==> src/rtl/cocotb_array_serializer.sv <==
`default_nettype none
`timescale 1ns/1ps
// ============================================================================
// Module   : cocotb_array_serializer
// Brief    : Transmit side of the multi-dimension array round-trip design.
//            Accepts one 27-bit frame (3x3 array of 3-bit entries) on a
//            valid/ready input and streams the nine entries out, one per
//            cycle, on a valid/ready output tagged with outer/inner indices
//            and first/last flags. Counts completed frames.
// Revision : 1.0 - initial release
// ----------------------------------------------------------------------------
// Parameters:
//   LSB_FIRST    1: emit entry [0][0] first (ascending); 0: [2][2] first.
// Ports:
//   clk          clock, rising edge
//   rst          asynchronous active-high reset
//   in_data      27-bit frame, entry [o][i] at bits (3*o+i)*3 +: 3
//   in_valid     frame offered
//   in_ready     frame accepted on in_valid && in_ready
//   out_data     current 3-bit entry
//   out_outer    outer index (0..2) of current entry
//   out_inner    inner index (0..2) of current entry
//   out_first    current entry is first of its frame
//   out_last     current entry is last of its frame
//   out_valid    entry offered
//   out_ready    entry consumed on out_valid && out_ready
//   frame_count  completed frames, wraps 255 -> 0
// Optional (macro COCOTB_ARRAY_SER_PARITY_EN):
//   out_parity            XOR of out_data while valid, else 0
//   in_parity_err_inject  sampled on input handshake; inverts out_parity
//                         for every entry of that frame
// ============================================================================
module cocotb_array_serializer #(
    parameter int LSB_FIRST = 1
) (
    input  logic        clk,
    input  logic        rst,
    input  logic [26:0] in_data,
    input  logic        in_valid,
    output logic        in_ready,
    output logic [2:0]  out_data,
    output logic [1:0]  out_outer,
    output logic [1:0]  out_inner,
    output logic        out_first,
    output logic        out_last,
    output logic        out_valid,
    input  logic        out_ready,
    output logic [7:0]  frame_count
`ifdef COCOTB_ARRAY_SER_PARITY_EN
    ,
    output logic        out_parity,
    input  logic        in_parity_err_inject
`endif
);

    localparam logic [0:0] c_ST_IDLE   = 1'b0;
    localparam logic [0:0] c_ST_SEND   = 1'b1;
    localparam logic [3:0] c_LAST_BEAT = 4'd8;

    logic [0:0]  r_state;
    logic [26:0] r_frame;
    logic [3:0]  r_beat;
    logic [7:0]  r_frame_count;

    logic [0:0]  w_state_nxt;
    logic [26:0] w_frame_nxt;
    logic [3:0]  w_beat_nxt;
    logic [7:0]  w_count_nxt;

    logic        w_send;
    logic        w_is_last;
    logic        w_load;
    logic [3:0]  w_entry_idx;
    logic [4:0]  w_bit_base;
    logic [2:0]  w_entry;
    logic [1:0]  w_outer;
    logic [1:0]  w_inner;

`ifdef COCOTB_ARRAY_SER_PARITY_EN
    logic        r_par_inv;
    logic        w_par_inv_nxt;
`endif

    assign w_send    = (r_state == c_ST_SEND);
    assign w_is_last = w_send && (r_beat == c_LAST_BEAT);

    // Ready is combinational from out_ready on the last beat so the next
    // frame can be loaded on the same edge the last entry is consumed.
    assign in_ready = (r_state == c_ST_IDLE) || (w_is_last && out_ready);
    assign w_load   = in_valid && in_ready;

    // Beat counter always runs 0..8; emission order only changes which
    // entry that beat selects.
    generate
        if (LSB_FIRST != 0) begin : g_lsb_first
            assign w_entry_idx = r_beat;
        end else begin : g_msb_first
            assign w_entry_idx = c_LAST_BEAT - r_beat;
        end
    endgenerate

    // Flat entry index to (outer, inner) without a divider.
    always_comb begin
        w_outer = 2'd0;
        w_inner = 2'd0;
        case (w_entry_idx)
            4'd0: begin w_outer = 2'd0; w_inner = 2'd0; end
            4'd1: begin w_outer = 2'd0; w_inner = 2'd1; end
            4'd2: begin w_outer = 2'd0; w_inner = 2'd2; end
            4'd3: begin w_outer = 2'd1; w_inner = 2'd0; end
            4'd4: begin w_outer = 2'd1; w_inner = 2'd1; end
            4'd5: begin w_outer = 2'd1; w_inner = 2'd2; end
            4'd6: begin w_outer = 2'd2; w_inner = 2'd0; end
            4'd7: begin w_outer = 2'd2; w_inner = 2'd1; end
            4'd8: begin w_outer = 2'd2; w_inner = 2'd2; end
            default: begin w_outer = 2'd0; w_inner = 2'd0; end
        endcase
    end

    assign w_bit_base = {1'b0, w_entry_idx} * 5'd3;
    assign w_entry    = r_frame[w_bit_base +: 3];

    // Next-state logic; a load overrides whatever the case decided.
    always_comb begin
        w_state_nxt = r_state;
        w_frame_nxt = r_frame;
        w_beat_nxt  = r_beat;
        w_count_nxt = r_frame_count;
`ifdef COCOTB_ARRAY_SER_PARITY_EN
        w_par_inv_nxt = r_par_inv;
`endif
        case (r_state)
            c_ST_IDLE: begin
                w_state_nxt = c_ST_IDLE;
            end
            c_ST_SEND: begin
                if (out_ready) begin
                    if (r_beat != c_LAST_BEAT) begin
                        w_beat_nxt = r_beat + 4'd1;
                    end else begin
                        w_count_nxt = r_frame_count + 8'd1;
                        w_state_nxt = c_ST_IDLE;
                    end
                end
            end
            default: begin
                w_state_nxt = c_ST_IDLE;
            end
        endcase
        if (w_load) begin
            w_state_nxt = c_ST_SEND;
            w_frame_nxt = in_data;
            w_beat_nxt  = 4'd0;
`ifdef COCOTB_ARRAY_SER_PARITY_EN
            w_par_inv_nxt = in_parity_err_inject;
`endif
        end
    end

    always_ff @(posedge clk or posedge rst) begin
        if (rst) begin
            r_state       <= c_ST_IDLE;
            r_frame       <= '0;
            r_beat        <= 4'd0;
            r_frame_count <= 8'd0;
`ifdef COCOTB_ARRAY_SER_PARITY_EN
            r_par_inv     <= 1'b0;
`endif
        end else begin
            r_state       <= w_state_nxt;
            r_frame       <= w_frame_nxt;
            r_beat        <= w_beat_nxt;
            r_frame_count <= w_count_nxt;
`ifdef COCOTB_ARRAY_SER_PARITY_EN
            r_par_inv     <= w_par_inv_nxt;
`endif
        end
    end

    // All entry-related outputs read as zero outside SEND.
    assign out_valid   = w_send;
    assign out_data    = w_send ? w_entry : 3'd0;
    assign out_outer   = w_send ? w_outer : 2'd0;
    assign out_inner   = w_send ? w_inner : 2'd0;
    assign out_first   = w_send && (r_beat == 4'd0);
    assign out_last    = w_is_last;
    assign frame_count = r_frame_count;

`ifdef COCOTB_ARRAY_SER_PARITY_EN
    assign out_parity  = w_send ? ((^w_entry) ^ r_par_inv) : 1'b0;
`endif

endmodule
`default_nettype wire

==> config.mk <==
export PLATFORM = sky130hd
export DESIGN_NAME = cocotb_array_serializer
export DESIGN_NICKNAME = d
export VERILOG_FILES = /design/src/rtl/cocotb_array_serializer.sv
export SDC_FILE = /design/constraint.sdc
export NUM_CORES = 1
export LEC_CHECK = 0
export BUFFER_PORTS_ARGS = -buffer_cell sky130_fd_sc_hd__buf_2
export CELL_PAD_IN_SITES_DETAIL_PLACEMENT = 1
export CELL_PAD_IN_SITES_GLOBAL_PLACEMENT = 1
export CORE_ASPECT_RATIO = 0.9
export CORE_UTILIZATION = 44
export DETAILED_ROUTE_END_ITERATION = 6
export GPL_TIMING_DRIVEN = 0
export PLACE_DENSITY_LB_ADDON = 0.3
export SETUP_SLACK_MARGIN = 0.15
export SYNTH_ARGS = -nofsm -noshare
export SYNTH_HDL_FRONTEND = slang
export SYNTH_SLANG_ARGS = --single-unit
==> constraint.sdc <==
create_clock -name clk -period 2.74 [get_ports clk]
set_input_delay 0.411 -clock clk [delete_from_list [all_inputs] [get_ports clk]]
set_output_delay 0.411 -clock clk [all_outputs]
set_load 0.01 [all_outputs]
# After elaboration in Yosys (flattened, before gate mapping)
# Memories as Yosys holds them, arrays and structs flattened.
# Index checks and enable logic that the tools add are counted.
# word_totals
ramBits	0
romBits	64
latchBits	0
reg_bits	40
mem_count	1
inputBits	31
# memory_table
memory	words	word_bits	read_ports	rd_ports_with_merged_regs	wr	line	source
(no name shown)	16	4	1	0	0	106	case (w_entry_idx)
# op_classes
mul	1
n_div	0
magnitude_cmp	0
n_reduce_logical	11
mux	11
eq_ne	2
shifts	1
bitwise_logic	2
add_sub_neg	2
# op_table
cell	n
27-bit by 6-bit indexed part select with 3-bit output	1
4-bit two-way mux	4
8-bit by 1-bit adder with 8-bit output, second input constant	1
3-bit AND reduction	2
2-bit nonzero test	3
4-bit by 2-bit multiplier with 5-bit output, second input constant	1
4-bit by 1-bit adder with 4-bit output, second input constant	1
4-bit equality test, second input constant	1
1-bit logical AND	4
4-bit zero test	1
2-bit two-way mux	2
4-bit != test, second input constant	1
1-bit two-way mux	3
3-bit two-way mux	1
1-bit inverter	2
1-bit case mux with 2 select lines	1
1-bit logical OR	1

# Longest topological paths before layout
# Gate-level depths: netlist of the first run.
# depth
depth_word	7
mapped_depth	11
mapped_depth_nobuf	7

# Least setup slack after synthesis of the first run
# OpenSTA, ideal clock, no wires.
# synth_timing
path_type	register to output
start	reg r_beat[0]
end	out out_data[1]
slack_ps	120
path_buffers	1
arrival_ps	2209
required_ps	2329
stages_incl_launch_ff	9
path_cell_list	dfrtp_1 -> ha_1 -> fa_1 -> buf_2 -> mux2_1 -> o31ai_1 -> a311oi_1 -> o31ai_1 -> a21oi_1
# synth_between
elab_chain_len	3
# synth_lines
element	line	source
start: declaration	62	logic [3:0] r_beat;
start signal: assignment	172	r_beat <= w_beat_nxt;
4-bit by 2-bit multiplier with 5-bit output	120	assign w_bit_base = {1'b0, w_entry_idx} * 5'd3;
27-bit by 6-bit indexed part select with 3-bit output	121	assign w_entry = r_frame[w_bit_base +: 3];
3-bit two-way mux	182	assign out_data = w_send ? w_entry : 3'd0;
end: declaration	41	output logic [2:0] out_data,
# No other way between the ends.

# Final worst setup path of the first run
# layout_timing
start	reg r_beat[1]
end	out out_data[1]
# The elaborated chain is that of the path after synthesis.

==> reports/metrics.cfg, run 1 <==
[cells_and_area]
nets = 320
area_growth_pct = 28.0
n_antenna_cell = 0
drive_gt1_share_pct = 42.5
fillCellCount = 611
layout.cells.non_filler = 350

[yosys]
synth_edf_count = 0
ys_ff_latch = 40
synth_xor_area_share_pct = 5.70
synth_ff_type = dfrtp_1
synth_cells = 208
avgSynthCellArea_sq_um = 12.5
syn_area_sq_um = 2590
synth_compound_area_share_pct = 5.80
yosysUniqueCellTypes = 44
synth_nets = 249
muxShareOfSynthArea_pct = 30.9
yosys.area.top_type_share_pct = 38.6
synth_common_cells = 40 x dfrtp_1, 28 x mux2_1, 14 x nand2_1
ys_top_cells_by_area = dfrtp_1 39%, mux2_1 12%, mux4_2 10%, ha_1 4.3%, mux2i_1 4.3%
synth.largest_area_cell = dfrtp_1
synth-warning-count = 0
synth-simple-area-share_pct = 9.71
synth_top_family_by_area = multiplexers
synth_fa_ha_area_share_pct = 5.12
synth_most_common_cell = dfrtp_1
ys_async_sr_fraction_pct = 100
yosysSeqAreaShare_pct = 38.6

[route]
ant_nets = 0
drcViolationCount = 0
drtIter0Drc = 94
via_per_inst = 5.65
wire_per_inst_microns = 19.1
vias = 1977
dr.pass1.iters = 4
routed_wl_microns = 6680

[worst_setup_path]
slowest_delay_ns = 0.54
cp.required_ns = 2.33
cp_common_cell = o31ai_2
arrival_ns = 2.71
r2r-end = r_frame[25]
cp-start-kind = register
reg2regPathDepth = 8
slowest_stage = fa_2
crit_path_cell_trace = ha_4 -> fa_2 -> buf_6 -> mux2_4 -> o31ai_2 -> a311oi_2 -> o31ai_2 -> a21oi_2 -> buf_2
crit_family = adder cells
reg2reg_from = r_beat[2]
path_buf_inv = 2
r2r_slack_ns = 0.48
path_class = register to output port
worstSetupEndpointType = output port
cp_max_fo = 5

[floorplan]
ios = 50
placeableCoreArea_sq_um = 5660
die_h_microns = 74.8
initial_core_util_pct = 45.8
die_area_sq_um = 6200
die_w_microns = 82.9
row_count = 26

[placed_design]
gp_congestion = 0.823
placed_cells = 327
io_buffers = 49
dp_hpwl_microns = 4220

[run_status]
violations = setup timing
status = finished with violations

[sta]
fmax_ghz = 0.320
clock_skew_ns = 0.0133
final-max-slew-violation-count = 0
tns_ns = -0.929
post-route-period-util_pct = 114
rsz0062_at_grt = true
tightest_slew_ns = 0.834
setup_ws_ns = -0.382
slew_headroom_pct = 44.3
period_needed_ns = 3.12
finalSetupViolCount = 3
hold_viol_final = 0

[clock_tree]
h-tree-depth = 2
cts_tree = built
cts_buffers = 5
cts.path.max_buffers = 2
clkLatencyLatePin_ns = 0.29
clkSinkCount = 40
cts-root-buf = clkbuf_8
cts.clk_slew.worst_paths_ns = 0.08

[global_routing]
grt_pass1_vias = 2041
grt_pass1_wl_microns = 10300
grt_max_degree = 41
grt_overflow = 0
antenna_found_initial = 0
grt_util_all_layers_pct = 21.4

[worst_hold_path]
hp-class = primary input to asynchronous set/reset pin

[flow_run]
maxCapViolCount = 0

-- flip-flops by register name, indices dropped and copies added (netlist names) --
name / flops
frame_count: 8
r_frame: 27
out_valid: 1
r_beat: 4
-- final cells by class --
| cell class | count | area (sq um) | share of cell area (%) |
|---|---|---|---|
| Tap cell | 70 | 87.6 | 2.64 |
| Multi-Input combinational cell | 150 | 1580 | 47.8 |
| Timing Repair Buffer | 64 | 405 | 12.2 |
| Clock inverter | 1 | 7.51 | 0.227 |
| Buffer | 12 | 110 | 3.32 |
| Clock buffer | 7 | 86.3 | 2.60 |
| Sequential cell | 40 | 1000 | 30.3 |
| Inverter | 6 | 30.0 | 0.906 |
-- placed cells by master (no fill, tap or decap), types with 2 or more instances in the layout --
master / Yosys / layout
nor2_1: 12 / 11
buf_8: 0 / 2
a211oi_2: 1 / 2
dfrtp_2: 0 / 3
nand3_1: 9 / 9
a21oi_2: 1 / 2
mux4_1: 4 / 4
buf_4: 2 / 13
and2_1: 4 / 4
mux2i_1: 11 / 11
xnor2_1: 8 / 8
dfrtp_1: 40 / 37
mux2_1: 28 / 27
ha_4: 0 / 3
buf_12: 0 / 2
inv_1: 5 / 3
buf_2: 7 / 54
ha_1: 9 / 6
buf_6: 3 / 4
xor2_1: 2 / 2
and3_1: 6 / 6
o31ai_2: 0 / 2
o21ai_1: 3 / 4
xnor2_4: 1 / 2
nand4_1: 2 / 2
clkbuf_8: 0 / 6
mux4_2: 12 / 12
nand2_1: 14 / 14
-- timing repair --
action	CTS	global route
gates resized for setup	15	15
hold buffers	0	0
setup buffers	10	3
pin swaps	2	6
endpoints found under the setup margin	4	4
cloned	2	0
-- kinds of logic (layout without fill, tap and decap cells) --
| logic type | after synthesis | in the layout |
|---|---|---|
| AND/OR/NAND/NOR | 52 | 52 |
| buffers and inverters | 18 | 90 |
| multiplexers | 55 | 55 |
| XOR/XNOR | 13 | 13 |
| AO/OA/AOI/OAI | 20 | 20 |
| flip-flops | 40 | 40 |
| adder cells (fa/ha/maj) | 10 | 10 |
-- worst max path at each step --
stage | from | end | slack [ns] | depth (start not counted)
6_report | r_beat[1] | out_data[1] | -0.38 | 9
5_1_grt | r_beat[1] | out_data[1] | -0.46 | 9
4_1_cts | r_beat[0] | out_data[1] | -0.30 | 8
3_5_place_dp | r_beat[0] | out_data[1] | -0.27 | 11
3_3_place_gp | r_beat[0] | out_data[1] | -0.23 | 11
2_1_floorplan | r_beat[0] | out_data[1] | 0.16 | 8
-- worst register-to-register path, delay by kind of cell, from the launching register on --
family | cells | cell delay, ns
simple gates | 3 | 0.32
fa+ha+maj | 1 | 0.28
mux | 1 | 0.37
flops | 1 | 0.49
buf+inv | 3 | 0.68
-- stage by stage --
stage	hold slack [ns]	cell area [sq um]	utilization (%)	setup slack (ns)
finish	0.283	3310	58.6	-0.382
detailed placement	0.458	2930	51.7	-0.273
floorplan	0.453	2590	-	0.156
global placement	0.450	2930	51.7	-0.234
CTS	0.316	3200	56.6	-0.297
global route	0.316	3310	58.6	-0.461
-- metal layers --
layer	up-vias	GRT usage [%]	wire (microns)	share of wire [%]
met5	-	0	0	0
li1	909	-	-	-
met3	10	4.71	243	3.6
met4	0	4.60	87	1.3
met2	51	38.1	3440	51
met1	1007	27.4	2910	44
Power of run 1 is not shown: default switching activity piles up to over one toggle a cycle in this logic, so the estimate is an artifact.
==> run 2: changes to the inputs <==
- clock period: 2.74 -> 3.45 ns (I/O delays scaled with it)
==> reports/metrics.cfg, run 2 (synthesis gave the netlist of run 1 again) <==
[route]
drtIter0Drc = 69  ; was 94
drcViolationCount = 0  ; unchanged
ant_nets = 0  ; unchanged
dr.pass1.iters = 4  ; unchanged
routed_wl_microns = 6050  ; was 6680 microns
via_per_inst = 5.58  ; was 5.65
wire_per_inst_microns = 17.6  ; was 19.1 microns
vias = 1914  ; was 1977

[clock_tree]
cts.clk_slew.worst_paths_ns = 0.07  ; was 0.08 ns
clkSinkCount = 40  ; unchanged
cts-root-buf = clkbuf_8  ; unchanged
cts_tree = built  ; unchanged
cts_hold_buf = 0  ; unchanged
clkLatencyLatePin_ns = 0.30  ; was 0.29 ns
cts.path.max_buffers = 2  ; unchanged
h-tree-depth = 2  ; unchanged
cts_buffers = 5  ; unchanged

[cells_and_area]
fillCellCount = 600  ; was 611
layout_common_cells = 53 x buf_2, 38 x dfrtp_1, 27 x mux2_1  ; was 54 x buf_2, 37 x dfrtp_1, 27 x mux2_1
n_antenna_cell = 0  ; unchanged
layout.cells.non_filler = 343  ; was 350
nets = 313  ; was 320
area_growth_pct = 22.3  ; was 28.0%
largest_register = r_frame  ; unchanged
utilization_pct = 56.0  ; was 58.6%
layout_commonest_cell = buf_2  ; unchanged
drive_gt1_share_pct = 37.7  ; was 42.5%
largest_register_ffs = 27  ; unchanged

[sta]
rsz0062_at_grt = true  ; unchanged
holdWs_ns = 0.389  ; was 0.283 ns
hold_viol_final = 0  ; unchanged
finalSetupViolCount = 0  ; was 3
tightest_slew_ns = 0.850  ; was 0.834 ns
fmax_ghz = 0.303
tns_ns = 0  ; was -0.929 ns
period_needed_ns = 3.30
final-max-slew-violation-count = 0  ; unchanged
post-route-period-util_pct = 95.5
clock_skew_ns = 0.00530  ; was 0.0133 ns
slew_headroom_pct = 43.3  ; was 44.3%

[global_routing]
grt_pass1_vias = 1830  ; was 2041
grt_overflow = 0  ; unchanged
grt_pass1_wl_microns = 9360  ; was 10300 microns
grt_util_all_layers_pct = 19.7  ; was 21.4%
antenna_found_initial = 0  ; unchanged
grt_max_degree = 41  ; unchanged

[worst_setup_path]
worstSetupEndpointType = output port  ; unchanged
slowest_stage = fa_1  ; was fa_2
crit_path_cell_trace = ha_4 -> fa_1 -> buf_6 -> mux2_4 -> o31ai_4 -> a311oi_2 -> o31ai_1 -> a21oi_1 -> buf_2  ; was ha_4 -> fa_2 -> buf_6 -> mux2_4 -> o31ai_2 -> a311oi_2 -> o31ai_2 -> a21oi_2 -> buf_2
slowest_delay_ns = 0.57  ; was 0.54 ns
cp-start-kind = register  ; unchanged
cp.required_ns = 2.93  ; was 2.33 ns
arrival_ns = 2.78  ; was 2.71 ns
cp_max_fo = 7  ; was 5
path_class = register to output port  ; unchanged

[floorplan]
die_area_sq_um = 6200  ; unchanged
ios = 50  ; unchanged
initial_core_util_pct = 45.8  ; unchanged
die_w_microns = 82.9  ; unchanged
die_h_microns = 74.8  ; unchanged
placeableCoreArea_sq_um = 5660  ; unchanged
row_count = 26  ; unchanged

[placed_design]
gp_congestion = 0.782  ; was 0.823
dp_hpwl_microns = 4290  ; was 4220 microns
placed_cells = 327  ; unchanged
io_buffers = 49  ; unchanged

[worst_hold_path]
hp-class = primary input to asynchronous set/reset pin  ; unchanged

[run_status]
status = finished, final reports clean  ; was finished with violations

[flow_run]
maxCapViolCount = 0  ; unchanged

[run 2: cell types whose count changed in the layout (fill, tap and decap cells not counted), sizes merged]
| cell | previous run | this run |
|---|---|---|
| xnor2 | 10 | 11 |
| buf | 75 | 68 |
| bufbuf | 1 | 0 |
[run 2: timing repair]
action                     CTS  global route
pin swaps                    1             6
cloned                       0             1
setup endpoints to repair    3             3
resized for setup            7            11
buffers inserted             1             6
[run 2: path summary, 6_finish.rpt]
check / start / slack [ns] / endpoint / cells after the start
hold reg to reg: frame_count[7] / 0.46 / frame_count[7] / 1
setup / recovery: r_beat[0] / 0.15 / out_data[1] / 9
setup reg to reg: r_beat[0] / 1.13 / r_frame[0] / 9
min in group clk: in_valid / 0.41 / out_valid / 2
max in group asynchronous: rst / 2.47 / r_beat[1] / 2
hold / removal: rst / 0.39 / r_frame[18] / 2
[run 2: metal layers]
metal  GRT usage (%)  up-vias  wire, microns
met2            31.3       36           2960
met5               0        -              0
li1                -      895              -
met3            3.40       12            175
met4            7.85        0            134
met1            27.5      971           2790
[run 2: final cells by class]
class	count	area (sq um)	share of cell area, %
Multi-Input combinational cell	151	1560	49.2
Sequential cell	40	1000	31.7
Timing Repair Buffer	56	298	9.40
Buffer	12	103	3.24
Tap cell	70	87.6	2.76
Clock buffer	7	86.3	2.73
Inverter	6	22.5	0.711
Clock inverter	1	7.51	0.237
[run 2: through the flow]
step	setup WS, ns	instance area, sq um
after floorplan	0.724	2590
after global placement	0.255	2920
after detailed placement	0.181	2920
after CTS	0.151	3050
after global routing	0.0699	3170
final	0.155	3170
[run 2: critical path, delay by kind of cell (launching register included)]
family                     cells  cell delay (ns)
AOI/OAI and AO/OA              4             0.66
adders and majority gates      2             0.75
muxes                          1             0.32
buffers and inverters          2             0.30
DFF                            1             0.45
Power of run 2 is left out for the same reason.
